$ cat src/rtl/input_event_queue_if.sv
// Button/CPU-side signal bundle for input_event_queue.
// master = board/CPU side driving buttons and strobes, slave = the event queue.
interface input_event_queue_if #(
    parameter int unsigned NUM_BUTTONS = 5
);
    logic [NUM_BUTTONS-1:0] buttons_n;
    logic                   rd_strobe;
    logic                   overflow_clr;
    logic [7:0]             event_data;
    logic                   event_valid;
    logic                   overflow;
    logic                   irq;

    modport master (
        output buttons_n, rd_strobe, overflow_clr,
        input  event_data, event_valid, overflow, irq
    );

    modport slave (
        input  buttons_n, rd_strobe, overflow_clr,
        output event_data, event_valid, overflow, irq
    );
endinterface

$ cat src/rtl/input_event_queue.sv
// Turns debounced active-low button levels into a show-ahead FIFO of press/release events.
// Optional autorepeat generator is enabled by defining INPUT_AUTOREPEAT_EN.
module input_event_queue #(
    parameter int unsigned NUM_BUTTONS  = 5,
    parameter int unsigned FIFO_DEPTH   = 8,
    parameter int unsigned REPEAT_DELAY = 25_000_000,
    parameter int unsigned REPEAT_RATE  = 5_000_000
) (
    input logic                 clk,
    input logic                 reset_n,
    input_event_queue_if.slave  bus
);
    localparam int unsigned AW = $clog2(FIFO_DEPTH);
    localparam logic [AW:0] PtrOne = 1;

    logic [NUM_BUTTONS-1:0] btn_q, btn_prev_q, pending_q, pending_d, pending_clr;
    logic [7:0]             prev_pad;
    logic                   edge_found;
    logic [2:0]             edge_idx;
    logic [7:0]             edge_code;
    logic                   push_req, do_write, drop, pop, empty, full;
    logic [7:0]             push_data;
    logic [AW:0]            wr_ptr_q, rd_ptr_q;
    logic                   overflow_q, overflow_d;
    logic [7:0]             mem_q [FIFO_DEPTH];

    // Padded copy so a 3-bit index never reaches past the real button count.
    always_comb begin
        prev_pad = '1;
        prev_pad[NUM_BUTTONS-1:0] = btn_prev_q;
    end

    // Descending scan: the last hit written is the lowest set index.
    always_comb begin
        edge_found = 1'b0;
        edge_idx   = 3'd0;
        for (int i = int'(NUM_BUTTONS) - 1; i >= 0; i--) begin
            if (pending_q[i]) begin
                edge_found = 1'b1;
                edge_idx   = 3'(i);
            end
        end
    end

    assign edge_code   = {~prev_pad[edge_idx], 1'b0, 3'b000, edge_idx};
    assign pending_clr = edge_found ? (NUM_BUTTONS'(1) << edge_idx) : '0;
    assign pending_d   = (pending_q & ~pending_clr) | (btn_q ^ btn_prev_q);

`ifdef INPUT_AUTOREPEAT_EN
    logic [2:0]  rep_tgt_q, rep_tgt_d;
    logic [31:0] rep_timer_q, rep_timer_d;
    logic        rep_active_q, rep_active_d;
    logic        rep_req_q, rep_req_d;
    logic        rep_push;

    assign rep_push  = rep_req_q & ~edge_found;
    assign push_req  = edge_found | rep_push;
    assign push_data = edge_found ? edge_code : {2'b11, 3'b000, rep_tgt_q};

    always_comb begin
        rep_tgt_d    = rep_tgt_q;
        rep_timer_d  = rep_timer_q;
        rep_active_d = rep_active_q;
        rep_req_d    = rep_req_q;
        if (rep_push) begin
            rep_req_d = 1'b0;
        end
        if (rep_active_q) begin
            rep_timer_d = rep_timer_q - 32'd1;
            if (rep_timer_q == 32'd0) begin
                if (!prev_pad[rep_tgt_q]) begin
                    rep_req_d   = 1'b1;
                    rep_timer_d = 32'(REPEAT_RATE - 1);
                end else begin
                    rep_active_d = 1'b0;
                    rep_req_d    = 1'b0;
                end
            end
            if (prev_pad[rep_tgt_q]) begin
                rep_active_d = 1'b0;
                rep_req_d    = 1'b0;
            end
        end
        // A new press always retargets, even if that push is dropped.
        if (edge_found && edge_code[7]) begin
            rep_tgt_d    = edge_idx;
            rep_timer_d  = 32'(REPEAT_DELAY - 1);
            rep_active_d = 1'b1;
            rep_req_d    = 1'b0;
        end
    end

    always_ff @(posedge clk or negedge reset_n) begin
        if (!reset_n) begin
            rep_tgt_q    <= 3'd0;
            rep_timer_q  <= 32'd0;
            rep_active_q <= 1'b0;
            rep_req_q    <= 1'b0;
        end else begin
            rep_tgt_q    <= rep_tgt_d;
            rep_timer_q  <= rep_timer_d;
            rep_active_q <= rep_active_d;
            rep_req_q    <= rep_req_d;
        end
    end
`else
    logic unused_cfg;
    assign unused_cfg = ^{REPEAT_DELAY, REPEAT_RATE};
    assign push_req   = edge_found;
    assign push_data  = edge_code;
`endif

    assign empty    = (wr_ptr_q == rd_ptr_q);
    assign full     = (wr_ptr_q[AW-1:0] == rd_ptr_q[AW-1:0]) && (wr_ptr_q[AW] != rd_ptr_q[AW]);
    assign pop      = bus.rd_strobe & ~empty;
    // A same-cycle pop frees the head slot, so a full FIFO can still accept.
    assign do_write = push_req & (~full | pop);
    assign drop     = push_req & full & ~pop;

    always_comb begin
        overflow_d = overflow_q;
        if (bus.overflow_clr) begin
            overflow_d = 1'b0;
        end
        if (drop) begin
            overflow_d = 1'b1;
        end
    end

    always_ff @(posedge clk or negedge reset_n) begin
        if (!reset_n) begin
            btn_q      <= '1;
            btn_prev_q <= '1;
            pending_q  <= '0;
            wr_ptr_q   <= '0;
            rd_ptr_q   <= '0;
            overflow_q <= 1'b0;
        end else begin
            btn_q      <= bus.buttons_n;
            btn_prev_q <= btn_q;
            pending_q  <= pending_d;
            overflow_q <= overflow_d;
            if (do_write) begin
                wr_ptr_q <= wr_ptr_q + PtrOne;
            end
            if (pop) begin
                rd_ptr_q <= rd_ptr_q + PtrOne;
            end
        end
    end

    always_ff @(posedge clk) begin
        if (do_write) begin
            mem_q[wr_ptr_q[AW-1:0]] <= push_data;
        end
    end

    assign bus.event_valid = ~empty;
    assign bus.irq         = ~empty;
    assign bus.overflow    = overflow_q;
    assign bus.event_data  = empty ? 8'h00 : mem_q[rd_ptr_q[AW-1:0]];
endmodule
$ cat src/flat_wrapper.sv
// flat-port wrapper written by rule: the top's interface ports become plain ports
module input_event_queue_flat 
#(
    parameter int unsigned NUM_BUTTONS  = 5,
    parameter int unsigned FIFO_DEPTH   = 8,
    parameter int unsigned REPEAT_DELAY = 25_000_000,
    parameter int unsigned REPEAT_RATE  = 5_000_000
)
  (clk, reset_n, bus_buttons_n, bus_rd_strobe, bus_overflow_clr, bus_event_data, bus_event_valid, bus_overflow, bus_irq);
  input_event_queue_if #(.NUM_BUTTONS(NUM_BUTTONS)) bus_i ();
  input logic clk;
  input logic reset_n;
  input wire logic [$bits(bus_i.buttons_n)-1:0] bus_buttons_n;
  input wire logic [$bits(bus_i.rd_strobe)-1:0] bus_rd_strobe;
  input wire logic [$bits(bus_i.overflow_clr)-1:0] bus_overflow_clr;
  output wire logic [$bits(bus_i.event_data)-1:0] bus_event_data;
  output wire logic [$bits(bus_i.event_valid)-1:0] bus_event_valid;
  output wire logic [$bits(bus_i.overflow)-1:0] bus_overflow;
  output wire logic [$bits(bus_i.irq)-1:0] bus_irq;
  assign bus_i.buttons_n = bus_buttons_n;
  assign bus_i.rd_strobe = bus_rd_strobe;
  assign bus_i.overflow_clr = bus_overflow_clr;
  assign bus_event_data = bus_i.event_data;
  assign bus_event_valid = bus_i.event_valid;
  assign bus_overflow = bus_i.overflow;
  assign bus_irq = bus_i.irq;
  input_event_queue #(.NUM_BUTTONS(NUM_BUTTONS), .FIFO_DEPTH(FIFO_DEPTH), .REPEAT_DELAY(REPEAT_DELAY), .REPEAT_RATE(REPEAT_RATE)) u_core (.clk(clk), .reset_n(reset_n), .bus(bus_i));
endmodule
$ cat config.mk
export PLATFORM = sky130hd
export DESIGN_NAME = input_event_queue_flat
export DESIGN_NICKNAME = d
export VERILOG_FILES = /design/src/rtl/input_event_queue_if.sv /design/src/rtl/input_event_queue.sv /design/src/flat_wrapper.sv
export SDC_FILE = /design/constraint.sdc
export NUM_CORES = 1
export LEC_CHECK = 0
export CORE_ASPECT_RATIO = 1.75
export CORE_MARGIN = 3
export CORE_UTILIZATION = 45
export CTS_BUF_LIST = sky130_fd_sc_hd__clkbuf_4
export DETAILED_ROUTE_END_ITERATION = 10
export DONT_BUFFER_PORTS = 1
export GPL_ROUTABILITY_DRIVEN = 0
export PLACE_DENSITY = 0.56
export SETUP_SLACK_MARGIN = 0.2
export SLEW_MARGIN = 25
export SYNTH_ARGS = -nofsm -noshare
export SYNTH_HDL_FRONTEND = slang
export SYNTH_SLANG_ARGS = --single-unit
$ cat constraint.sdc
create_clock -name clk -period 2.3 [get_ports clk]
set_clock_uncertainty 0.15 [all_clocks]
set_input_delay 0.46 -clock clk [delete_from_list [all_inputs] [get_ports clk]]
set_output_delay 0.46 -clock clk [all_outputs]
set_load 0.02 [all_outputs]
==> summary.md <==
| Metric | Value |
|---|---|
| Syn Area/Cell | 15.0 µm² |
| Synth area leader | edfxtp_1 |
| Sequential power share | 44.7% |
| Die height | 103 µm |
| Most frequent cells in the layout | edfxtp_1, buf_4, dfrtp_1 |
| CTS tree | built |
| Total CTS buffers | 5 |
| Final setup vio count | 4 |
| Number of synthesized flops with an enable pin | 32 |
| RSZ-0062 raised after global routing | true |
| Ports | 20 |
| Final nets | 192 |
| Worst-path clk slew | 0.15 ns |
| Top cells by area, synth | edfxtp_1, dfrtp_1, dfstp_2 |
| Worst Tran Pin Value | 0.740 ns |
| Die X | 61.6 µm |
| First-pass GRT wire length | 6.56 mm |
| Syn. warnings | 0 |
| Setup CP Type | reg -> out |
| Final hold viol count | 0 |
| Fin crit share | 103% |
| Int Pwr | 2.18 mW |
| Max-slew headroom | 50.3% |
| DRC Markers | 0 |
| DP Area | 0.00252 mm² |
| Final worst-path setup slack | -0.0639 ns |
| Leak Pwr | 1.01 nW |
| Share of layout cells above drive strength 1 | 33.5% |
| Primary FF master, synth | edfxtp_1 |
| Via density | 5.42 |
| Worst-Skew Late Latency | 0.36 ns |
| Largest net degree at the start of global routing | 25 |
| Core Rows | 34 |
| Switching portion of total power | 36.6% |
| Initial drt markers | 41 |
| Crit end category | primary output |
| Root Buffer | clkbuf_4 |
| Number of iterations in the first detailed-routing pass | 4 |
| Detailed-route wire length per cell | 16.8 µm |
| Hold slack | 0.0282 ns |
| Mapped cell area | 0.00243 mm² |
| Clk pwr share | 11.5% |
| Hold Crit Class | in -> reg |
| Initial antenna violation count | 0 |
| Maximum clock path buffer count | 2 |
| WL final | 3.96 mm |
| Final Instance Area | 0.00271 mm² |
| Status | finished, violations left |
| Max VDD drop | 0.708 mV |
| Core Area | 0.00510 mm² |
| Ant. Diodes | 0 |
| Worst EP arrival | 1.75 ns |
| Fillers | 444 |
| Flops & latches, synth | 56 |
| GRT Util Overall | 14.3% |
| Maxcap violations | 0 |
| NetSw | 1.26 mW |
| Crit path launch type | flop |
| Die area | 0.00636 mm² |
| Starting Density | 47.6% |
| Most common cell after layout, fill and taps aside | edfxtp_1 |
| Hold Path Depth | 1 |
| Combinational share of power | 43.9% |
| Detailed-route via count | 1278 |
| CP Data Required Time | 1.69 ns |
| Cells after synthesis | 162 |
| Crit-path max FO | 8 |
| H-tree Lvls | 2 |
| Final slew viol count | 0 |
| Post-synth top area share | 39.5% |
| Asr flop ratio synth | 42.9% |
| Port buffer count | 0 |
| Period minus WS final | 2.36 ns |
| DP HPWL | 3.02 mm |
| Pwr per Cell Area | 1270 mW/mm² |
| DP Worst Slack | 0.184 ns |
| Failing checks | negative setup slack |
| Fmax | 423 MHz |
| R2R cell count | 4 |
| Total grt overflow | 0 |
| Post-DRT Antenna Nets | 0 |
| Clock sink count | 56 |
| Cell variety after synth | 41 |
| Vias in the first global route | 1385 |
| Layout overhead on the synthesized area | 11.6% |
| Seq/Total Area, Yosys | 64.7% |
power by group through the flow:
stage               Sequential [mW]  Clock [mW]  Combinational [mW]
global route                   1.56       0.445                1.67
detailed placement             1.55           0                1.38
CTS                            1.54       0.415                1.52
global placement               1.54           0                1.36
floorplan                      1.48           0                1.15
finish                         1.54       0.394                1.51
area by class of cell:
type / instances / area, µm² / share of cell area (%)
Tap cell: 54 / 67.6 / 2.49
Clock buffer: 5 / 37.5 / 1.38
Timing Repair Buffer: 23 / 201 / 7.42
Sequential cell: 56 / 1580 / 58.1
Multi-Input combinational cell: 90 / 793 / 29.2
Inverter: 5 / 21.3 / 0.784
Clock inverter: 3 / 16.3 / 0.599
path summary, 6_finish.rpt:
path	end	start	slack, ns
max reg2reg	u_core.mem_q[7][3]	u_core.pending_q[0]	0.30
min in group asynchronous	u_core.rd_ptr_q[1]	reset_n	0.42
max	bus_event_data[2]	u_core.rd_ptr_q[0]	-0.06
min	u_core.bus.overflow	bus_overflow_clr	0.03
max in group asynchronous	u_core.wr_ptr_q[0]	reset_n	1.20
min reg2reg	u_core.btn_prev_q[2]	u_core.btn_q[2]	0.23
cell usage after synthesis, types with 3 or more instances:
| master | count |
|---|---|
| edfxtp_1 | 32 |
| buf_4 | 7 |
| o21ai_0 | 5 |
| nor2_1 | 11 |
| dfrtp_1 | 14 |
| nand2_1 | 6 |
| mux2i_1 | 4 |
| xor2_1 | 3 |
| inv_1 | 4 |
| xnor2_1 | 12 |
| dfstp_2 | 10 |
| nor3_1 | 8 |
| mux4_2 | 8 |
| buf_6 | 3 |
per-stage QoR:
stage / std cells / TNS [ns] / power [mW] / utilization (%)
6_report: 236 / -0.185 / 3.44 / 53.2
5_1_grt: 236 / -0.548 / 3.68 / 53.2
4_1_cts: 235 / -0.318 / 3.47 / 52.7
3_5_place_dp: 218 / 0 / 2.93 / 49.3
3_3_place_gp: 218 / 0 / 2.90 / 49.3
2_1_floorplan: 165 / 0 / 2.63 / -
repair_timing:
item	in CTS	in global routing
resized for setup	9	3
endpoints found under the hold margin	29	14
pin swaps	2	1
hold buffers	6	1
setup endpoints to repair	11	19
setup buffers	3	0
logic make-up after synthesis:
logic type	Yosys count	share of synthesized area [%]
flip-flops	56	64.7
AND/OR/NAND/NOR	39	8.49
buffers and inverters	19	5.09
AO/OA/AOI/OAI	16	4.99
XOR/XNOR	15	5.40
multiplexers	14	10.1
adder cells (fa/ha/maj)	2	1.03
other	1	0.154
flip-flops by register name (all words and copies together) (netlist names):
register	flops
u_core.btn_prev_q	5
u_core.btn_q	5
u_core.bus.overflow	1
u_core.mem_q	32
u_core.pending_q	5
u_core.rd_ptr_q	4
u_core.wr_ptr_q	4
per-layer routing:
| layer | GRT usage (%) | wire (µm) |
|---|---|---|
| met5 | 0 | 0 |
| met4 | 7.84 | 137 |
| met3 | 2.24 | 99 |
| met2 | 25.2 | 2230 |
| met1 | 15.9 | 1480 |
critical path, stage by stage, from the launching register on:
cell     delay (ns)
dfrtp_2        0.46
buf_12         0.15
mux4_2         0.50
mux2i_1        0.18
nor2_2         0.10
No activity file was read; power rests on OpenSTA's default activity.
